--- src/rtl/music_pkg.sv ---
// music_pkg: shared colours, sequencer state encoding and note record for the music device
package music_pkg;
   localparam int NOTE_BITS = 4;
   localparam int OCT_BITS  = 2;
   localparam logic [2:0] COL_BLACK  = 3'b000;
   localparam logic [2:0] COL_RED    = 3'b100;
   localparam logic [2:0] COL_YELLOW = 3'b110;
   typedef enum logic [1:0] {IDLE, FETCH, HOLD} seq_state_t;
   typedef struct packed {
      logic [OCT_BITS-1:0]  octave;
      logic [NOTE_BITS-1:0] note;
   } note_t;
   // Octave plus a signed 2-bit shift, clamped to the representable octave range
   function automatic logic [OCT_BITS-1:0] sat_oct(input logic [OCT_BITS-1:0] o, input logic [1:0] t);
      logic [OCT_BITS+1:0] s;
      s = {2'b00, o} + {{OCT_BITS{t[1]}}, t};
      return s[OCT_BITS+1] ? '0 : s[OCT_BITS] ? '1 : s[OCT_BITS-1:0];
   endfunction
endpackage

--- src/rtl/tile_coord.sv ---
// tile_coord: maps a grid slot index to the top-left pixel of its tile
module tile_coord #(
   parameter int IDX_W  = 4,
   parameter int COLS   = 4,
   parameter int TILE_W = 36,
   parameter int TILE_H = 12,
   parameter int GAP    = 4
) (
   input  logic [IDX_W-1:0] idx,
   output logic [7:0]       x,
   output logic [6:0]       y
);
   // Column/row split, each tile preceded by a gap; results truncated to screen widths
   always_comb begin
      x = 8'(GAP + (int'(idx) % COLS) * (TILE_W + GAP));
      y = 7'(GAP + (int'(idx) / COLS) * (TILE_H + GAP));
   end
endmodule

--- src/rtl/note_sequencer.sv ---
// note_sequencer: record/playback note store with tile draw requests; NOTE_SEQ_TRANSPOSE_EN adds octave transpose
module note_sequencer
   import music_pkg::*;
#(
   parameter int DEPTH  = 16,
   parameter int NOTE_W = NOTE_BITS,
   parameter int OCT_W  = OCT_BITS,
   parameter int COLS   = 4,
   parameter int TILE_W = 36,
   parameter int TILE_H = 12,
   parameter int GAP    = 4
) (
   input  logic                       clk,
   input  logic                       reset,
   input  logic                       rec_valid,
   input  logic [NOTE_W-1:0]          rec_note,
   input  logic [OCT_W-1:0]           rec_octave,
   output logic                       rec_ready,
   input  logic                       clear,
   input  logic                       play_start,
   input  logic                       play_stop,
   input  logic                       step_tick,
   input  logic                       loop_mode,
   output logic                       note_valid,
   output logic [OCT_W+NOTE_W-1:0]    note_out,
   output logic [$clog2(DEPTH)-1:0]   play_idx,
   output logic [$clog2(DEPTH):0]     count,
   output logic                       full,
   output logic                       empty,
   output logic                       playing,
   output logic                       draw_valid,
   output logic [7:0]                 draw_x,
   output logic [6:0]                 draw_y,
   output logic [2:0]                 draw_colour,
   input  logic                       draw_ready
`ifdef NOTE_SEQ_TRANSPOSE_EN
   ,
   input  logic [1:0]                 transpose
`endif
);
   localparam int IDX_W = $clog2(DEPTH);
   localparam bit CFG_OK = (DEPTH >= 2) && (DEPTH <= 64) && ((DEPTH & (DEPTH - 1)) == 0)
                        && (NOTE_W == NOTE_BITS) && (OCT_W == OCT_BITS)
                        && (GAP + (COLS - 1) * (TILE_W + GAP) <= 255)
                        && (GAP + ((DEPTH - 1) / COLS) * (TILE_H + GAP) <= 127);
   seq_state_t       state, state_n;
   logic [IDX_W-1:0] ptr, ptr_n, draw_idx;
   logic [IDX_W:0]   cnt_n;
   logic             fetch_ph, fetch_n, tick_held, held_n, nv_n;
   logic             load_note, wr_en, dq, erase_go, erase_pend, draw_free, tick, last;
   logic [2:0]       dq_col;
   logic [7:0]       tx;
   logic [6:0]       ty;
   logic [OCT_W-1:0] oct_t;
   note_t            mem [DEPTH];
   note_t            rd_q;

   tile_coord #(.IDX_W(IDX_W), .COLS(COLS), .TILE_W(TILE_W), .TILE_H(TILE_H), .GAP(GAP)) u_tile (
      .idx(draw_idx),
      .x  (tx),
      .y  (ty)
   );

`ifdef NOTE_SEQ_TRANSPOSE_EN
   assign oct_t = sat_oct(rd_q.octave, transpose);
`else
   assign oct_t = rd_q.octave;
`endif

   assign full      = count == (IDX_W+1)'(DEPTH);
   assign empty     = count == '0;
   assign playing   = state != IDLE;
   assign play_idx  = ptr;
   assign draw_free = !draw_valid && !erase_pend;
   assign tick      = step_tick || tick_held;
   assign last      = ({1'b0, ptr} + 1'b1) >= count;
   assign erase_go  = (clear || erase_pend) && !draw_valid;
   // Recording only in IDLE with a free draw slot and no higher-priority event this cycle
   assign rec_ready = (state == IDLE) && !full && !draw_valid && !erase_pend && !clear && !play_stop && !play_start;

   // Next-state and event decode, in priority order clear > stop > start > tick > record
   always_comb begin
      state_n   = state;
      ptr_n     = ptr;
      cnt_n     = count;
      fetch_n   = fetch_ph;
      held_n    = tick_held;
      nv_n      = note_valid;
      load_note = 1'b0;
      wr_en     = 1'b0;
      dq        = 1'b0;
      dq_col    = COL_RED;
      draw_idx  = ptr;
      if (clear) begin
         cnt_n   = '0;
         nv_n    = 1'b0;
         state_n = IDLE;
         fetch_n = 1'b0;
         held_n  = 1'b0;
      end else if (play_stop) begin
         nv_n    = 1'b0;
         state_n = IDLE;
         fetch_n = 1'b0;
         held_n  = 1'b0;
      end else if (play_start && !empty) begin
         state_n = FETCH;
         ptr_n   = '0;
         fetch_n = 1'b0;
         held_n  = 1'b0;
      end else begin
         case (state)
            IDLE: begin
               draw_idx = count[IDX_W-1:0];
               if (rec_valid && rec_ready) begin
                  wr_en = 1'b1;
                  cnt_n = count + 1'b1;
                  dq    = 1'b1;
               end
            end
            FETCH: begin
               if (!fetch_ph) fetch_n = 1'b1;
               else if (draw_free) begin
                  load_note = 1'b1;
                  nv_n      = 1'b1;
                  dq        = 1'b1;
                  dq_col    = COL_YELLOW;
                  fetch_n   = 1'b0;
                  state_n   = HOLD;
               end
            end
            HOLD: begin
               if (tick && draw_free) begin
                  dq     = 1'b1;
                  held_n = 1'b0;
                  if (!last) begin
                     ptr_n   = ptr + 1'b1;
                     state_n = FETCH;
                  end else if (loop_mode) begin
                     ptr_n   = '0;
                     state_n = FETCH;
                  end else begin
                     nv_n    = 1'b0;
                     state_n = IDLE;
                  end
               end else if (tick) held_n = 1'b1;
            end
            default: state_n = IDLE;
         endcase
      end
   end

   // Control state, current note and the single-entry draw register
   always_ff @(posedge clk) begin
      if (reset) begin
         state       <= IDLE;
         ptr         <= '0;
         count       <= '0;
         fetch_ph    <= 1'b0;
         tick_held   <= 1'b0;
         note_valid  <= 1'b0;
         note_out    <= '0;
         erase_pend  <= 1'b0;
         draw_valid  <= 1'b0;
         draw_x      <= '0;
         draw_y      <= '0;
         draw_colour <= '0;
      end else begin
         state      <= state_n;
         ptr        <= ptr_n;
         count      <= cnt_n;
         fetch_ph   <= fetch_n;
         tick_held  <= held_n;
         note_valid <= nv_n;
         erase_pend <= (clear || erase_pend) && draw_valid;
         if (load_note) note_out <= {oct_t, rd_q.note};
         if (erase_go) begin
            draw_valid  <= 1'b1;
            draw_x      <= '0;
            draw_y      <= '0;
            draw_colour <= COL_BLACK;
         end else if (dq) begin
            draw_valid  <= 1'b1;
            draw_x      <= tx;
            draw_y      <= ty;
            draw_colour <= dq_col;
         end else if (draw_ready) draw_valid <= 1'b0;
      end
   end

   // Note store with registered read port
   always_ff @(posedge clk) begin
      if (wr_en) mem[count[IDX_W-1:0]] <= '{octave: rec_octave, note: rec_note};
      rd_q <= mem[ptr];
   end

   // Flags parameter sets whose tiles fall off the addressable screen
   always_ff @(posedge clk) begin
      assert (CFG_OK) else $error("note_sequencer: invalid DEPTH/width or tile grid exceeds 8x7-bit screen");
   end
endmodule

--- config.mk ---
export PLATFORM = sky130hd
export DESIGN_NAME = note_sequencer
export DESIGN_NICKNAME = d
export VERILOG_FILES = /design/src/rtl/music_pkg.sv /design/src/rtl/tile_coord.sv /design/src/rtl/note_sequencer.sv
export SDC_FILE = /design/constraint.sdc
export NUM_CORES = 1
export LEC_CHECK = 0
export CORE_MARGIN = 1.5
export CORE_UTILIZATION = 52
export CTS_BUF_LIST = sky130_fd_sc_hd__clkbuf_4 sky130_fd_sc_hd__clkbuf_8 sky130_fd_sc_hd__clkbuf_16
export DETAILED_ROUTE_END_ITERATION = 8
export GPL_ROUTABILITY_DRIVEN = 0
export HOLD_SLACK_MARGIN = 0.06
export PLACE_DENSITY_LB_ADDON = 0.15
export SETUP_SLACK_MARGIN = 0.4
export SKIP_LAST_GASP = 1
export SLEW_MARGIN = 20
export SYNTH_ARGS = -nofsm -noshare
export SYNTH_HDL_FRONTEND = slang
export SYNTH_HIERARCHICAL = 1
export SYNTH_SLANG_ARGS = --single-unit
--- constraint.sdc ---
create_clock -name clk -period 2.3 [get_ports clk]
set_input_delay 0.46 -clock clk [delete_from_list [all_inputs] [get_ports clk]]
set_output_delay 0.46 -clock clk [all_outputs]
set_load 0.005 [all_outputs]
Word level (Yosys, flattened, before mapping)
Memory sizes are Yosys's and may differ from the RTL's. A register that Yosys moved wholly into a read port is not among the register bits.
Index checks and enable logic that the tools add are counted.

word-level totals
  input bits = 15
  RAM bits = 96
  word-level logic and storage cells = 130
  output and inout bits = 39
  memories = 1
  bits in read-only memories = 0
  bits in latches = 0
  flip-flop bits (word level) = 40

memories
  memory  depth  width  read ports  clocked after Yosys merged registers in  wr ports  RTL line              text
  mem     16     6      1           1                                        1         note_sequencer.sv:55  note_t mem [DEPTH];

cells by class
  add/subtract/negate cells = 5
  bitwise logic cells = 4
  reductions and logical operators = 39
  shifts and indexed selects = 0
  order comparisons = 1
  mux-type cells = 53
  multiply operators = 1
  equal/unequal tests = 13
  divide/modulo/power cells = 0

operator list
  cell                   count
  $mux W4                9
  $mux W1                32
  $mux W2                9
  $logic_and A1 B1 Y1    12
  $reduce_and A4 Y1      3
  $ne A2 B2 Y1 const B   5
  $reduce_bool A2 Y1     5
  $ne A3 B3 Y1 const B   3
  $add A4 B8 Y8 const A  1
  $add A3 B6 Y7 const A  1
  $logic_not A1 Y1       7
  $reduce_and A7 Y1      1
  $pmux W2 S3            1
  $add A4 B1 Y5 const B  1
  $add A5 B1 Y5 const B  1
  $eq A5 B5 Y1 const B   1
  $ge A5 B5 Y1           1
  $logic_not A5 Y1       1
  $mul A2 B3 Y5 const B  1
  $reduce_and A5 Y1      1
  $add A4 B1 Y4 const B  1
  $not A1 Y1             4
  $reduce_or A2 Y1       2
  $reduce_or A4 Y1       1
  other kinds (11)       12

Longest topological paths before layout
Gate-level depths: netlist (run 1).

  depth after elaboration = 16
  depth in mapped cells = 10
  gate-level depth less buffers = 9

By module
The synthesis (run 1) kept the hierarchy.

by module, submodules not included
  module          instances  cells each  sequential area each (um^2)  area each (um^2)
  note_sequencer  1          379         3783.6                       5820.6
  tile_coord      1          17          0.0                          120.1

Worst setup path after synthesis (run 1)
Ideal clock, no wire load.

  kind = register -> register
  from = register ptr[2], in the netlist play_idx[2]
  to = register ptr[1], in the netlist play_idx[1]
  data arrival time = 2.380 ns
  buffers on the path = 1
  path slack = -0.207 ns
  setup time = 0.128 ns
  period minus slack after synthesis = 2.507 ns
  required time = 2.172 ns
  stages on the path, launching flop included = 10
  path through = dfxtp_1 -> buf_1 -> nor2b_1 -> or2_2 -> ha_1 -> a21oi_1 -> o21ai_0 -> a31oi_1 -> a31oi_1 -> mux2i_1

on the way
  word-level cells in the longest chain between the ends = 6
  elaborated cells on any way between the ends = 8
  those cells by class = add/sub: 1; order compare: 1; eq/ne: 1; mux: 4; reduce/logical: 1

RTL lines
  what                      RTL line               text
  start: declaration        note_sequencer.sv:47   logic [IDX_W-1:0] ptr, ptr_n, draw_idx;
  start signal: assignment  note_sequencer.sv:169  ptr <= ptr_n;
  $add A4 B1 Y5 (*)         note_sequencer.sv:76   assign last = ({1'b0, ptr} + 1'b1) >= count;
  $ge A5 B5 Y1 (*)          note_sequencer.sv:76
  $mux W4                   note_sequencer.sv:135  if (!last) begin
  $mux W4                   note_sequencer.sv:132  if (tick && draw_free) begin
  $mux W4                   note_sequencer.sv:111  case (state)
  $mux W4                   note_sequencer.sv:105  end else if (play_start && !empty) begin

Mark *: on every way between the ends. The rest lies on a longest branch, timed or not. The select of a mux whose other input is x is not followed.
A chain may end at the register's enable or synchronous reset.

Worst setup path after layout (run 1)
  from = register count[0]
  to = register draw_x[5]

on the way
  elaborated cells on any way between the ends = 23
  those cells by class = add/sub: 1; mul: 1; eq/ne: 1; mux: 9; reduce/logical: 11

RTL lines
  what                      RTL line               text
  start: declaration        note_sequencer.sv:27   output logic [$clog2(DEPTH):0] count,
  start signal: assignment  note_sequencer.sv:170  count <= cnt_n;
  $logic_not A5 Y1          note_sequencer.sv:71   assign empty = count == '0;
  $logic_not A1 Y1          note_sequencer.sv:105
  $logic_and A1 B1 Y1       note_sequencer.sv:105
  $mux W4 (*)               note_sequencer.sv:105
  $mux W4 (*)               note_sequencer.sv:100  end else if (play_stop) begin
  $mux W4 (*)               note_sequencer.sv:94   if (clear) begin
  named net draw_idx[0]     note_sequencer.sv:47
  $mul A2 B3 Y5 (*)         tile_coord.sv:15       x = 8'(GAP + (int'(idx) % COLS) * (TILE_W + GAP));
  $add A4 B8 Y8 (*)         tile_coord.sv:15
  end signal: assignment    note_sequencer.sv:183  draw_x <= tx;
  end: declaration          note_sequencer.sv:32   output logic [7:0] draw_x,

The timed path passes the listed nets; every way through them passes the cells marked *.

==> flow_summary_export.csv, run 1 <==
group,metric,value,unit
run_status,outcome,"finished, violations left",
run_status,violations,"negative setup slack",
timing,fin_ws,-0.03266,ns
min_path,min_from,"rd_q[2]",
timing,worstMarginPinSlew,0.6992,ns
cts,ctsLongestPathBuffers,2,
synth,syn_avg_cell_area,15.00,sq um
timing,skew,0.01336,ns
global_route,grt_pass1_vias,3767,
floorplan,dieArea,0.01207,sq mm
synth,yosysMostFrequentCell,"edfxtp_1",
synth,synth_seq_cells,141,
global_route,grt_overflow,0,
synth,synth.distinct_cells,50,
cells_and_area,antennaDiodeCount,0,
floorplan,core,0.01098,sq mm
timing,fin_crit_sh,101.4,%
cts,ctsHtreeMaxLevel,4,
synth,synth_cells,396,
cts,cts_root_buffer,"clkbuf_16",
route,drc,0,
floorplan,die_h,109.9,microns
power_and_ir_drop,p_total,5718,uW
synth,ys.flop_type,"edfxtp_1",
cells_and_area,layout-drive-gt1-share,39.85,%
timing,fin_crit,2.333,ns
global_route,grt_max_degree,17,
synth,seq_area_frac_synth,63.69,%
route,dr.pass1.iters,4,
placement,port_buffers,52,
timing,setup_tns,-0.03266,ns
floorplan,io_pins,54,
timing,maxSlewViolCount,0,
route,via_per_inst,5.603,
setup_path,timing.rr.start,"count[0]",
synth,yosysTopAreaCell,"edfxtp_1",
synth,syn_area,0.005941,sq mm
synth,synthTopCellsByArea,"edfxtp_1, dfxtp_1, mux4_2",
synth,netlist.area_leader.share,48.53,%
setup_path,path_class,"flop to flop",
min_path,min_delay_path_depth,2,
timing,fmax,428.7,MHz
timing,hold_viol,0,
synth,synth_commonest_cells,"edfxtp_1, nor2_1, dfxtp_1",
power_and_ir_drop,power.density,691.9,mW/mm^2
cells_and_area,nets,548,
timing,holdWs,0.4679,ns
setup_path,critPathLaunchType,"flop",
cts,numCtsBuffers,17,
cells_and_area,utilization,75.24,%
route,drt_iter0_markers,343,
floorplan,start_util,54.09,%
cts,cts.reportedPaths.clkPinSlew,0.06,ns
setup_path,endpoint_kind,"flop",
floorplan,num_rows,38,
timing,max_slew_margin,53.24,%
min_path,hp-class,"flop to flop",
route,wl,14.46,mm
setup_path,cp.arrival,2.63,ns
cts,numClockSinks,141,
global_route,antenna_found_initial,1,
power_and_ir_drop,leakagePower,0.002939,uW
flow_run,cap_violations,0,
timing,rsz0062_at_grt,"true",
cts,cts_tree,"yes",
placement,hpwl,8.826,mm
global_route,grt_pass1_wl,22.00,mm
cells_and_area,syn_to_final_growth,39.11,%
global_route,grt_usage,26.24,%
setup_path,regToRegSetupSlack,-0.03,ns
route,num_vias,3765,
timing,finalSetupViolations,1,
floorplan,die_w,109.9,microns
setup_path,cp.required,2.60,ns
setup_path,critPathMaxFanout,5,
synth,synth_edf_count,96,
synth,synthArstFlopShare,0,%
setup_path,reg2reg_to,"draw_x[5]",
route,wire_per_inst,21.52,microns
power_and_ir_drop,peakVddDrop,0.9189,mV
setup_path,worst-r2r-cell-count,10,
min_path,hold_path_end,"note_out[2]",
synth,yosys_warnings,6,
cts,clock_latency,0.42,ns
route,ant_nets,0,
[area by class of cell]
cell class / instances / area, sq um
clock buffer: 22 / 475.5
clock inverter: 10 / 141.4
fill: 632 / 2719
inverter: 12 / 50.05
multi-input combinational: 216 / 2270
sequential: 141 / 3807
tap: 140 / 175.2
timing repair buffer: 131 / 1345
[cells by family (layout without fill, tap and decap cells)]
family,count (synthesis),count (layout),share of synthesized area (%)
multiplexers,56,56,15.61
AND/OR/NAND/NOR,102,102,8.867
XOR/XNOR,5,5,0.7371
other,3,10,0.1895
buffers and inverters,46,175,4.528
AO/OA/AOI/OAI,29,29,3.433
flip-flops,141,141,63.69
adder cells (fa/ha/maj),14,14,2.949
[worst max path at each step]
stage / slack, ns / end / startpoint / depth (start not counted)
2_1_floorplan: 0.02 / draw_x[3] / count[1] / 9
4_1_cts: 0.02 / draw_x[5] / count[0] / 10
3_3_place_gp: -0.15 / mem[12][4] / play_start / 5
3_5_place_dp: -0.25 / mem[14][0] / play_start / 5
5_1_grt: -0.12 / draw_x[5] / count[0] / 10
6_report: -0.03 / draw_x[5] / count[0] / 10
[flip-flops by register name, indices dropped and copies added, names as in the netlist, 2 cells and up]
register	cells
note_out	6
mem	96
play_idx	4
oct_t	2
state	2
draw_colour	2
draw_x	8
rd_q	4
draw_y	7
count	5
[cell usage in the layout, fill, tap and decap left out, drive strengths merged, types with 4 or more instances in the layout]
cell type / synthesis / layout
nand4: 4 / 4
nand2: 12 / 12
edfxtp: 96 / 96
mux4: 29 / 29
or2: 4 / 4
mux2i: 24 / 24
clkinv: 0 / 6
nor2b: 4 / 4
nor3: 8 / 8
conb: 3 / 10
clkdlybuf4s50: 0 / 41
dlygate4sd2: 0 / 8
ha: 14 / 14
a21oi: 6 / 6
clkbuf: 10 / 23
inv: 12 / 13
and3: 5 / 5
nor2: 48 / 48
xnor2: 5 / 5
buf: 24 / 78
o21ai: 6 / 6
dfxtp: 45 / 45
[per-layer routing]
metal / up-vias / share of wire [%] / global-route usage, %
met3: 17 / 8.2 / 6.876
met1: 1884 / 43 / 37.60
met4: 2 / 1.3 / 9.184
li1: 1725 / - / -
met2: 137 / 48 / 38.95
met5: - / 0.069 / 0
[worst max-delay path: stages (launching register included)]
cell	delay, ns
dfxtp_4	0.35
inv_4	0.06
ha_4	0.13
or4b_4	0.47
buf_6	0.14
and2_4	0.14
nor4_4	0.14
buf_4	0.20
mux2_4	0.32
mux2i_1	0.18
nor2_1	0.09
[metrics by stage]
step                setup WS [ns]  std cells  area (sq um)
global placement          -0.1514        599          6933
detailed placement        -0.2506        599          6933
CTS                       0.02010        661          8055
floorplan                 0.01642        403          6218
global route              -0.1161        672          8264
finish                   -0.03266        672          8264
[what timing repair did]
item | in CTS | in global routing
resized for setup | 60 | 31
endpoints found under the setup margin | 143 | 105
hold buffers | 0 | 0
gates cloned | 3 | 1
buffers inserted | 27 | 10
pin swaps | 14 | 16
[power breakdown]
part | internal [uW] | switching [uW]
registers | 2710 | 6.36
clock network | 1800 | 1030
logic | 78.3 | 94.4
total | 4590 | 1130
Power figures use the tool's default switching activity.
==> run 2, diff against run 1 <==
CORE_MARGIN = unset   (was 1.5)
==> run 2 against run 1 <==
- the flow now finishes without violations
- register-to-register slack improved by 0.07 ns
- critical path type unchanged
- critical path depth did not move
- sequential power barely moved
==> flow_summary_export.csv, run 2 (synthesis results as in run 1) <==
group,metric,value,unit
route,via_per_inst,5.666,
min_path,hold_path_end,"note_out[5]",
global_route,grt_usage,25.33,%
cts,cts_tree,"yes",
floorplan,io_pins,54,
min_path,hp-class,"flop to flop",
placement,hpwl,8.604,mm
cts,cts_root_buffer,"clkbuf_16",
timing,fin_crit_sh,98.53,%
timing,worstMarginPinSlew,0.6749,ns
min_path,min_from,"oct_t[1]",
route,ant_nets,0,
global_route,grt_overflow,0,
setup_path,critPathMaxFanout,4,
cells_and_area,layout-drive-gt1-share,39.93,%
floorplan,core,0.01098,sq mm
timing,holdWs,0.4727,ns
cells_and_area,multi_input_area,0.002270,sq mm
route,num_vias,3830,
route,drt_iter0_markers,359,
global_route,grt_max_degree,18,
cells_and_area,antennaDiodeCount,0,
setup_path,path_class,"flop to flop",
setup_path,critPathLaunchType,"flop",
floorplan,start_util,54.09,%
setup_path,reg2reg_to,"draw_y[5]",
cells_and_area,regArea,0.003807,sq mm
power_and_ir_drop,leakagePower,0.002965,uW
timing,rsz0062_at_grt,"true",
cts,cts.reportedPaths.clkPinSlew,0.06,ns
setup_path,worst-r2r-cell-count,10,
route,dr.pass1.iters,5,
timing,hold_viol,0,
cts,clock_latency,0.42,ns
power_and_ir_drop,power.density,679.6,mW/mm^2
placement,dp.cells,602,
cts,numClockSinks,141,
floorplan,die_w,108.9,microns
run_status,outcome,"completed",
timing,maxSlewViolCount,0,
cells_and_area,finalNonFillerCells,676,
cts,numCtsBuffers,17,
global_route,grt_pass1_vias,3682,
min_path,min_delay_path_depth,2,
setup_path,timing.rr.start,"count[0]",
placement,port_buffers,52,
timing,setup_tns,0,ns
power_and_ir_drop,peakVddDrop,0.9654,mV
cells_and_area,final_common_cell,"edfxtp_1",
setup_path,cp.arrival,2.57,ns
cts,ctsHtreeMaxLevel,4,
flow_run,cap_violations,0,
route,wl,14.42,mm
cts,ctsLongestPathBuffers,2,
timing,skew,0.008448,ns
cells_and_area,nets,553,
placement,pre_cts_ws,-0.2151,ns
cells_and_area,largest_register_ff_count,96,
timing,max_slew_margin,54.87,%
floorplan,dieArea,0.01186,sq mm
cells_and_area,fill_cells,646,
cells_and_area,syn_to_final_growth,39.55,%
floorplan,num_rows,38,
timing,fin_ws,0.03391,ns
global_route,grt_pass1_wl,20.97,mm
route,drc,0,
setup_path,regToRegSetupSlack,0.03,ns
timing,finalSetupViolations,0,
setup_path,cp.required,2.60,ns
setup_path,endpoint_kind,"flop",
route,wire_per_inst,21.34,microns
global_route,antenna_found_initial,0,
floorplan,die_h,108.9,microns
timing,fmax,441.3,MHz
cells_and_area,mostFrequentLayoutCells,"edfxtp_1, buf_4, clkdlybuf4s50_1, nor2_1, dfxtp_1",
timing,fin_crit,2.266,ns
run 2: changes by cell type in the layout (fill, tap and decap cells not counted), sizes merged:
cell / delta
buf: +6
clkbuf: -4
clkdlybuf4s50: +1
clkinv: -1
clkinvlp: +3
dlygate4sd2: -6
dlymetal6s2s: +3
inv: +2
run 2: area by class of cell:
| class | count | area share, % |
|---|---|---|
| Sequential cell | 141 | 45.93 |
| Clock buffer | 17 | 5.131 |
| Multi-Input combinational cell | 216 | 27.38 |
| Clock inverter | 14 | 2.022 |
| Inverter | 12 | 0.6037 |
| Tap cell | 140 | 2.113 |
| Timing Repair Buffer | 136 | 16.83 |
run 2: power by group:
group	internal, uW	total, uW	switching [uW]	leakage [uW]
logic	74.4	166	91.9	0.00145
clock network	1700	2760	1060	0.000283
registers	2710	2710	4.26	0.00123
run 2: worst max-delay path: stages (launching register included):
cell     delay (ns)
dfxtp_4        0.35
inv_4          0.06
ha_4           0.12
or4b_4         0.47
buf_6          0.14
and2_4         0.14
nor4_4         0.16
buf_4          0.20
mux2_4         0.29
mux2i_1        0.15
nor2_1         0.07
run 2: timing repair:
action / 4_1_cts / 5_1_grt
setup buffers: 33 / 7
setup endpoints to repair: 114 / 149
hold buffers: 0 / 0
gates cloned: 2 / 1
resized for setup: 60 / 42
endpoints found under the hold margin: 0 / 0
pin swaps: 20 / 11
run 2: how the worst max path moves through the flow:
stage	from	endpoint	slack (ns)	depth (start not counted)
finish	count[0]	draw_y[5]	0.03	10
CTS	count[0]	draw_x[6]	0.07	10
floorplan	count[1]	draw_x[3]	0.02	9
global route	count[0]	draw_x[5]	-0.04	10
detailed placement	play_start	mem[10][4]	-0.22	6
global placement	play_start	mem[2][1]	-0.14	6
run 2: per-layer routing:
metal	GRT usage [%]	up-vias	share of wire (%)
li1	-	1727	-
met1	36.84	1939	45
met2	38.59	144	49
met3	5.678	20	5.1
met4	6.757	0	1.4
met5	0	-	0
run 2: stage by stage:
step / power (uW) / instance area [sq um] / util (%)
final: 5634 / 8290 / 75.48
after global routing: 5802 / 8290 / 75.48
after CTS: 5654 / 8056 / 73.35
after detailed placement: 2910 / 6955 / 63.33
after global placement: 2908 / 6955 / 63.33
after floorplan: 2831 / 6218 / -
